File: src/rtl/cache_req_arbiter.sv
// Two-requester round-robin front end for cache_top: one transaction in flight at a time,
// with a response timeout and in-place rejection of illegal opcodes.
module cache_req_arbiter #(
    parameter logic [15:0] TIMEOUT = 16'd1024
) (
    input  logic        cclk,
    input  logic        cresetn,

    input  logic        m0_req_valid,
    output logic        m0_req_ready,
    input  logic [31:0] m0_req_address,
    input  logic [1:0]  m0_req_op,
    input  logic [31:0] m0_req_wdata,
    output logic        m0_resp_valid,
    output logic [31:0] m0_resp_rdata,
    output logic        m0_resp_status,

    input  logic        m1_req_valid,
    output logic        m1_req_ready,
    input  logic [31:0] m1_req_address,
    input  logic [1:0]  m1_req_op,
    input  logic [31:0] m1_req_wdata,
    output logic        m1_resp_valid,
    output logic [31:0] m1_resp_rdata,
    output logic        m1_resp_status,

    output logic        c_req_valid,
    output logic [31:0] c_req_address,
    output logic [1:0]  c_req_op,
    output logic [31:0] c_req_wdata,
    input  logic        c_resp_valid,
    input  logic [31:0] c_resp_rdata,
    input  logic        c_resp_status
);

    localparam logic [1:0] OpRead  = 2'b01;
    localparam logic [1:0] OpWrite = 2'b10;

    typedef enum logic [1:0] {
        StIdle,
        StReq,
        StResp
    } state_e;

    state_e      state_q;
    logic        last_q;   // index of the last accepted requester
    logic        owner_q;  // index of the requester owning the current transaction
    logic [15:0] cnt_q;

    logic        gnt_idx;
    logic        accept;
    logic        op_legal;
    logic [31:0] sel_address;
    logic [1:0]  sel_op;
    logic [31:0] sel_wdata;

    logic        fin;
    logic        fin_owner;
    logic [31:0] fin_rdata;
    logic        fin_status;

    // On a tie the requester that was not accepted last wins.
    always_comb begin
        if (m0_req_valid && m1_req_valid) begin
            gnt_idx = ~last_q;
        end else begin
            gnt_idx = m1_req_valid;
        end
    end

    assign m0_req_ready = (state_q == StIdle) & m0_req_valid & ~gnt_idx;
    assign m1_req_ready = (state_q == StIdle) & m1_req_valid & gnt_idx;
    assign accept       = m0_req_ready | m1_req_ready;

    assign sel_address = gnt_idx ? m1_req_address : m0_req_address;
    assign sel_op      = gnt_idx ? m1_req_op      : m0_req_op;
    assign sel_wdata   = gnt_idx ? m1_req_wdata   : m0_req_wdata;
    assign op_legal    = (sel_op == OpRead) || (sel_op == OpWrite);

    // fin marks the cycle that moves into StResp and what the response will carry.
    always_comb begin
        fin        = 1'b0;
        fin_owner  = owner_q;
        fin_rdata  = 32'h0;
        fin_status = 1'b0;
        unique case (state_q)
            StIdle: begin
                if (accept && !op_legal) begin
                    fin        = 1'b1;
                    fin_owner  = gnt_idx;
                    fin_status = 1'b1;
                end
            end
            StReq: begin
                if (c_resp_valid) begin
                    fin        = 1'b1;
                    fin_rdata  = c_resp_rdata;
                    fin_status = c_resp_status;
                end else if (cnt_q == (TIMEOUT - 16'd1)) begin
                    fin        = 1'b1;
                    fin_status = 1'b1;
                end
            end
            default: ;
        endcase
    end

    always_ff @(posedge cclk or negedge cresetn) begin
        if (!cresetn) begin
            state_q        <= StIdle;
            last_q         <= 1'b1;
            owner_q        <= 1'b0;
            cnt_q          <= 16'h0;
            c_req_valid    <= 1'b0;
            c_req_address  <= 32'h0;
            c_req_op       <= 2'b00;
            c_req_wdata    <= 32'h0;
            m0_resp_valid  <= 1'b0;
            m0_resp_rdata  <= 32'h0;
            m0_resp_status <= 1'b0;
            m1_resp_valid  <= 1'b0;
            m1_resp_rdata  <= 32'h0;
            m1_resp_status <= 1'b0;
        end else begin
            unique case (state_q)
                StIdle: begin
                    if (accept) begin
                        last_q  <= gnt_idx;
                        owner_q <= gnt_idx;
                        if (op_legal) begin
                            state_q       <= StReq;
                            cnt_q         <= 16'h0;
                            c_req_valid   <= 1'b1;
                            c_req_address <= sel_address;
                            c_req_op      <= sel_op;
                            c_req_wdata   <= sel_wdata;
                        end else begin
                            state_q <= StResp;
                        end
                    end
                end
                StReq: begin
                    cnt_q <= cnt_q + 16'd1;
                    if (fin) begin
                        state_q       <= StResp;
                        c_req_valid   <= 1'b0;
                        c_req_address <= 32'h0;
                        c_req_op      <= 2'b00;
                        c_req_wdata   <= 32'h0;
                    end
                end
                StResp: begin
                    state_q <= StIdle;
                end
                default: begin
                    state_q <= StIdle;
                end
            endcase

            // Response registers are loaded only on entry to StResp, so they pulse one cycle.
            m0_resp_valid  <= fin & ~fin_owner;
            m0_resp_rdata  <= (fin & ~fin_owner) ? fin_rdata : 32'h0;
            m0_resp_status <= fin & ~fin_owner & fin_status;
            m1_resp_valid  <= fin & fin_owner;
            m1_resp_rdata  <= (fin & fin_owner) ? fin_rdata : 32'h0;
            m1_resp_status <= fin & fin_owner & fin_status;
        end
    end

endmodule

File: config.mk
export PLATFORM = sky130hd
export DESIGN_NAME = cache_req_arbiter
export DESIGN_NICKNAME = d
export VERILOG_FILES = /design/src/rtl/cache_req_arbiter.sv
export SDC_FILE = /design/constraint.sdc
export NUM_CORES = 1
export LEC_CHECK = 0
export CAP_MARGIN = 20
export CORE_AREA = 3 3 132 134
export CTS_CLUSTER_SIZE = 8
export DETAILED_ROUTE_END_ITERATION = 12
export DIE_AREA = 0 0 135 137
export GPL_ROUTABILITY_DRIVEN = 0
export PLACE_DENSITY = 0.76
export SLEW_MARGIN = 0
export SYNTH_ARGS = -nofsm -noshare
export SYNTH_HDL_FRONTEND = slang
export SYNTH_SLANG_ARGS = --single-unit
File: constraint.sdc
create_clock -name cclk -period 2 [get_ports cclk]
set_input_delay 0.3 -clock cclk [delete_from_list [all_inputs] [get_ports cclk]]
set_output_delay 0.3 -clock cclk [all_outputs]
set_load 0.05 [all_outputs]
==> out/metrics.cfg, run 1 <==
[clock_tree]
htree_num_levels=4
cts_sinks=155
root_buffer=clkbuf_16
cts_buffers=17
cts_setup_buffers=0
insertion_delay_ns=0.42
cts_tree=done
clkTransAtPathRegs_ns=0.07
cts_buffer_depth=2

[die]
num_rows=47
design.portCount=307
die-area_um2=18500
chipHeight_um=137
initial_core_util=0.396
core-area_um2=16400
die_w_um=135

[setup_path]
end_kind=output pin
path_max_fanout=9
slowest_stage=dfstp_2
reg2reg_slack_ns=0.17
startpoint_type=flip-flop
criticalPathCategory=reg2out
crit_family=flip-flops
arrival_ns=1.65
cp_cell_sequence=a21boi_4 -> buf_4 -> and2_2 -> buf_12
critPathRequiredTime_ns=1.70
slowest_delay_ns=0.57
crit_buf_inv=2

[yosys]
ys.flop_type=dfrtp_1
syn_inst=570
yosys.area.top_type=dfrtp_1
netlist_area_um2=6490
synth-seq-cells=155
syn-num-nets=741
yosysMostFrequentCell=dfrtp_1
netlist.area_leader.share=0.594
synth_cell_types=46
netlist_top_cells_area=dfrtp_1 (59%), mux2i_1 (10%), and3_1 (6.6%)
yosys_warnings=0
synth_edf_count=0
synth_common_cells=dfrtp_1 (154), nand2_1 (76), and3_1 (69)
synth-async-reset-ratio=1.00
ys_seq_area_frac=0.598
syn_area_per_cell_um2=11.4

[final_layout]
area_growth_pct=64.0
antenna_cells=0
drive_gt1_frac=0.0914
num-fill-cells=1293
nNetsFinal=1055
final_cell_area_um2=10600
instances_no_fill=1117

[routing]
wl_per_cell_um=17.9
drc=0
first_iter_violations=167
vias=5501
drt_first_pass_iters=4
antenna_left=0
via_per_inst=4.92
drt_wl_total_um=20000

[global_route]
grt_max_degree=65
grt_use_total=0.208
antenna_found_initial=0
grt_pass1_vias=5463
grt_overflow=0
grt_pass1_wl_um=29800

[placed_design]
dp_cells=1084
postPlaceCellArea_um2=10000
place_hpwl_um=14800
port-buffer-count=306
dp_slack_ns=-0.270

[timing]
finalCritPeriodShare=0.973
grt_setup_unrepaired=false
setup_slack_ns=0.0549
skew_ns=0.00940
slew_headroom=0.620
max_freq_mhz=514
slew_violations=0
fin_crit_ns=1.95
final_hold_viol_count=0
setup_violations=0
tightest_slew_ns=0.568

[power_and_ir_drop]
cellPowerDensity_nw_per_um2=1380
irDropWorstVdd_mv=0.634
fin_total_pwr_mw=14.7
leakage_nw=4.90

[flow_run]
max_cap_violations=0

[outcome]
status=completed

[worst_hold_path]
hold_path_class=in2async

==> worst paths after layout <==
| check | start | endpoint | cells past startpoint |
|---|---|---|---|
| max in group asynchronous | cresetn | last_q | 3 |
| setup reg to reg | cnt_q[12] | c_req_address[27] | 5 |
| setup / recovery | last_q | m1_req_ready | 4 |
| min in group cclk | c_resp_rdata[8] | m0_resp_rdata[8] | 2 |
| hold reg to reg | c_req_valid | c_req_valid | 1 |
| hold / removal | cresetn | c_req_wdata[18] | 2 |
==> routing by layer <==
| metal | share of wire | wire length [um] | GRT usage | vias to the layer above |
|---|---|---|---|---|
| met5 | 0 | 0 | 0 | - |
| met4 | 0.015 | 306 | 0.0599 | 0 |
| met3 | 0.077 | 1550 | 0.0669 | 21 |
| met2 | 0.52 | 10400 | 0.368 | 189 |
| met1 | 0.39 | 7750 | 0.244 | 2611 |
| li1 | - | - | - | 2680 |
==> repair_timing <==
item | CTS | global route
endpoints found under the hold margin | 52 | 0
endpoints found under the setup margin | 0 | 2
hold buffers | 1 | 0
resized for setup | 0 | 2
==> cells in the final DEF (no fill, tap or decap), types with 4 or more instances in the layout <==
cell type / Yosys / final
clkdlybuf4s50_1: 0 / 302
dfrtp_1: 154 / 154
nand2_1: 76 / 76
and3_1: 69 / 69
o22ai_1: 67 / 67
mux2i_1: 66 / 66
buf_4: 1 / 24
clkbuf_16: 0 / 17
nor2_1: 17 / 16
buf_12: 0 / 13
xor2_1: 10 / 10
o21ai_0: 6 / 6
o2111ai_1: 6 / 6
inv_8: 0 / 6
o21ai_1: 4 / 4
a21oi_1: 4 / 4
==> stage by stage <==
stage | hold WS, ns | util | setup TNS (ns)
finish | 0.425 | 0.649 | 0
global route | 0.438 | 0.649 | 0
CTS | 0.426 | 0.648 | 0
detailed placement | 0.303 | 0.612 | -25.45
global placement | 0.301 | 0.612 | -24.21
floorplan | 0.00441 | - | 0
==> power breakdown <==
| part | total [mW] | internal, mW | switching (mW) |
|---|---|---|---|
| Sequential | 4.34 | 3.93 | 0.413 |
| Combinational | 7.28 | 2.63 | 4.65 |
| Clock | 3.09 | 1.66 | 1.43 |
==> logic make-up after synthesis <==
family,Yosys count,synth area share
buf+inv,50,0.0353
fa+ha+maj,1,0.00193
simple gates,185,0.143
flops,155,0.598
xor+xnor,12,0.0162
compound gates,99,0.0985
mux,68,0.107
==> cell type report <==
class	instances	area, um2	area share
inverters	4	15.0	0.00141
multi-input cells	365	2410	0.226
repair buffers	341	3480	0.327
clock inverters	15	155	0.0146
well taps	220	275	0.0259
clock buffers	17	425	0.0400
flip-flops and latches	155	3880	0.365
==> flip-flops by register name (all words and copies together), names as in the netlist <==
register        count
c_req_address      32
c_req_op            2
c_req_valid         1
c_req_wdata        32
cnt_q              16
last_q              1
m0_resp_rdata      32
m0_resp_status      1
m0_resp_valid       1
m1_resp_rdata      32
m1_resp_status      1
m1_resp_valid       1
owner_q             1
state_q             2
(Power assumes the default switching activity.)
==> run 2, diff against run 1 <==
Settings changed: CAP_MARGIN 20 to 5.
==> results of run 2 <==
The final DEF is identical to that of run 1; final timing and power are the same.
==> run 3, diff against run 2 <==
Settings changed: CORE_AREA 3 3 132 134 to 3 3 101 175, DIE_AREA 0 0 135 137 to 0 0 104 178, SKIP_CTS_REPAIR_TIMING set to 1.
==> run 3 against run 2 <==
Effect of this change:
- worst hold slack lost 0.0081 ns
- cell count is 0.90% higher
- sequential power barely moved
- combinational power about the same
- maximum frequency grew 0.56%
- utilization fell by 0.054 points
- sequential cell count is the same
- clock skew up 0.015 ns
- first-iteration DRC count increased by 42%
- final area is 0.15% higher
- via count unchanged
- critical path type unchanged
- largest cell class unchanged
- highest routed layer unchanged
==> out/metrics.cfg, run 3 (synthesized netlist as in run 1, its figures left out) <==
[routing]
drt_first_pass_iters=4  ; unchanged
drt_wl_total_um=20000  ; +0.29%
first_iter_violations=237  ; +42%
drc=0  ; unchanged
wl_per_cell_um=17.8  ; -0.60%
antenna_left=0  ; unchanged
vias=5501  ; unchanged
via_per_inst=4.88  ; -0.89%

[die]
num_rows=62  ; +32%
die_w_um=104  ; -23%
design.portCount=307  ; unchanged
core-area_um2=16400  ; +0.24%
chipHeight_um=178  ; +30%
die-area_um2=18500  ; about the same
initial_core_util=0.395  ; -0.000933

[setup_path]
slowest_delay_ns=0.83  ; +0.26 ns
end_kind=output pin
critPathRequiredTime_ns=1.70  ; about the same
criticalPathCategory=reg2out
path_max_fanout=2  ; -7
reg2reg_slack_ns=0.10  ; -0.07 ns
r2r_end=m0_resp_status
reg2reg_depth=5  ; unchanged
crit_buf_inv=1  ; -1
arrival_ns=1.63  ; -0.02 ns
crit_family=buffers and inverters
startpoint_type=flip-flop
cp_cell_sequence=clkdlybuf4s50_1
slowest_stage=clkdlybuf4s50_1
reg2reg_from=cnt_q[12]

[placed_design]
dp_cells=1094  ; +0.92%
postPlaceCellArea_um2=10000  ; about the same
place_hpwl_um=15400  ; +3.8%
port-buffer-count=306  ; unchanged

[timing]
skew_ns=0.0248  ; +0.0154 ns
slew_headroom=0.622  ; +0.00219
max_freq_mhz=517  ; +0.56%
grt_setup_unrepaired=false
final_hold_viol_count=0  ; unchanged
fin_crit_ns=1.93  ; -0.0108 ns
finalCritPeriodShare=0.967  ; -0.00541
tightest_slew_ns=0.565  ; -0.00328 ns
setup_violations=0  ; unchanged
setup_tns_ns=0  ; unchanged
slew_violations=0  ; unchanged
holdWs_ns=0.416  ; -0.00812 ns

[final_layout]
num-fill-cells=1337  ; +3.4%
layout_common_cells=clkdlybuf4s50_1 (299), dfrtp_1 (154), nand2_1 (76)
seq_area_um2=3880  ; unchanged
instances_no_fill=1127  ; +0.90%
drive_gt1_frac=0.0997  ; +0.00825
area_growth_pct=64.2
antenna_cells=0  ; unchanged
final_common_cell=clkdlybuf4s50_1
nNetsFinal=1061  ; +0.57%
final_cell_area_um2=10700  ; +0.15%
multi_input_area_um2=2400  ; -0.21%

[clock_tree]
root_buffer=clkbuf_16
clkTransAtPathRegs_ns=0.07  ; about the same
cts_sinks=155  ; unchanged
insertion_delay_ns=0.42  ; about the same
htree_num_levels=4  ; unchanged
cts_buffers=17  ; unchanged
cts_buffer_depth=2  ; unchanged
cts_tree=done

[global_route]
grt_use_total=0.216  ; +0.00809
grt_max_degree=65  ; unchanged
grt_overflow=0  ; unchanged
grt_util_met1=0.244  ; +0.000307
gr-usage-met2=0.395  ; +0.0270
grt_pass1_vias=5783  ; +5.9%
antenna_found_initial=0  ; unchanged
grtUsageMet3=0.0623  ; -0.00462
grt.busiest_layer=met2
grt_pass1_wl_um=31500  ; +5.5%

[flow_run]
max_cap_violations=0  ; unchanged

[power_and_ir_drop]
cellPowerDensity_nw_per_um2=1390  ; +0.30%
p_int_mw=8.25  ; +0.32%
seqPwrFrac=0.295  ; about the same
fin_total_pwr_mw=14.8  ; +0.45%
irDropWorstVdd_mv=0.749  ; +18%
p_clk_frac=0.212  ; +0.002
p_comb_frac=0.493  ; -0.002
p_switching_mw=6.53  ; +0.62%
leakage_nw=4.92  ; +0.43%
p_sw_frac=0.442  ; +0.000742

[outcome]
status=completed

[worst_hold_path]
hold_path_class=in2async

## run 3: power by group through the flow
| stage | Combinational [mW] | Clock [mW] | Sequential (mW) |
|---|---|---|---|
| after floorplan | 1.99 | 0 | 6.87 |
| after global placement | 7.26 | 0 | 4.38 |
| after detailed placement | 7.34 | 0 | 4.42 |
| after CTS | 7.35 | 3.23 | 4.36 |
| after global routing | 7.72 | 3.37 | 4.46 |
| final | 7.29 | 3.14 | 4.36 |
## run 3: cell type report
type                    count  area share
clock buffers              17      0.0399
multi-input cells         365       0.225
inverters                   4     0.00141
flip-flops and latches    155       0.364
repair buffers            347       0.327
clock inverters            15      0.0161
well taps                 224      0.0263
## run 3: how the worst max path moves through the flow
stage / from / endpoint / slack, ns / cells past startpoint
final: c_req_address[31] / c_req_address[31] / 0.07 / 1
after detailed placement: m1_req_valid / cnt_q[4] / -0.17 / 7
after floorplan: last_q / m0_req_ready / 0.12 / 5
after global placement: m0_req_valid / cnt_q[15] / -0.18 / 7
after CTS: state_q[1] / m1_req_ready / 0.03 / 4
after global routing: cnt_q[12] / m0_resp_status / 0.009 / 5
## run 3: per-stage QoR
stage,utilization,worst slack [ns]
finish,0.648,0.0657
global route,0.648,0.00884
CTS,0.647,0.0283
detailed placement,0.611,-0.170
global placement,0.611,-0.181
floorplan,-,0.125
## run 3: layer usage
metal / part of all wire / vias to the layer above
met2: 0.55 / 179
li1: - / 2685
met4: 0.020 / 0
met1: 0.37 / 2616
met5: 0 / -
met3: 0.063 / 21
## run 3: worst reg2reg max path, delay by kind of cell (launching register included)
family	cells	cell delay (ns)
AO/OA/AOI/OAI	2	0.60
AND/OR/NAND/NOR	2	0.65
flip-flops	1	0.42
buffers and inverters	1	0.10
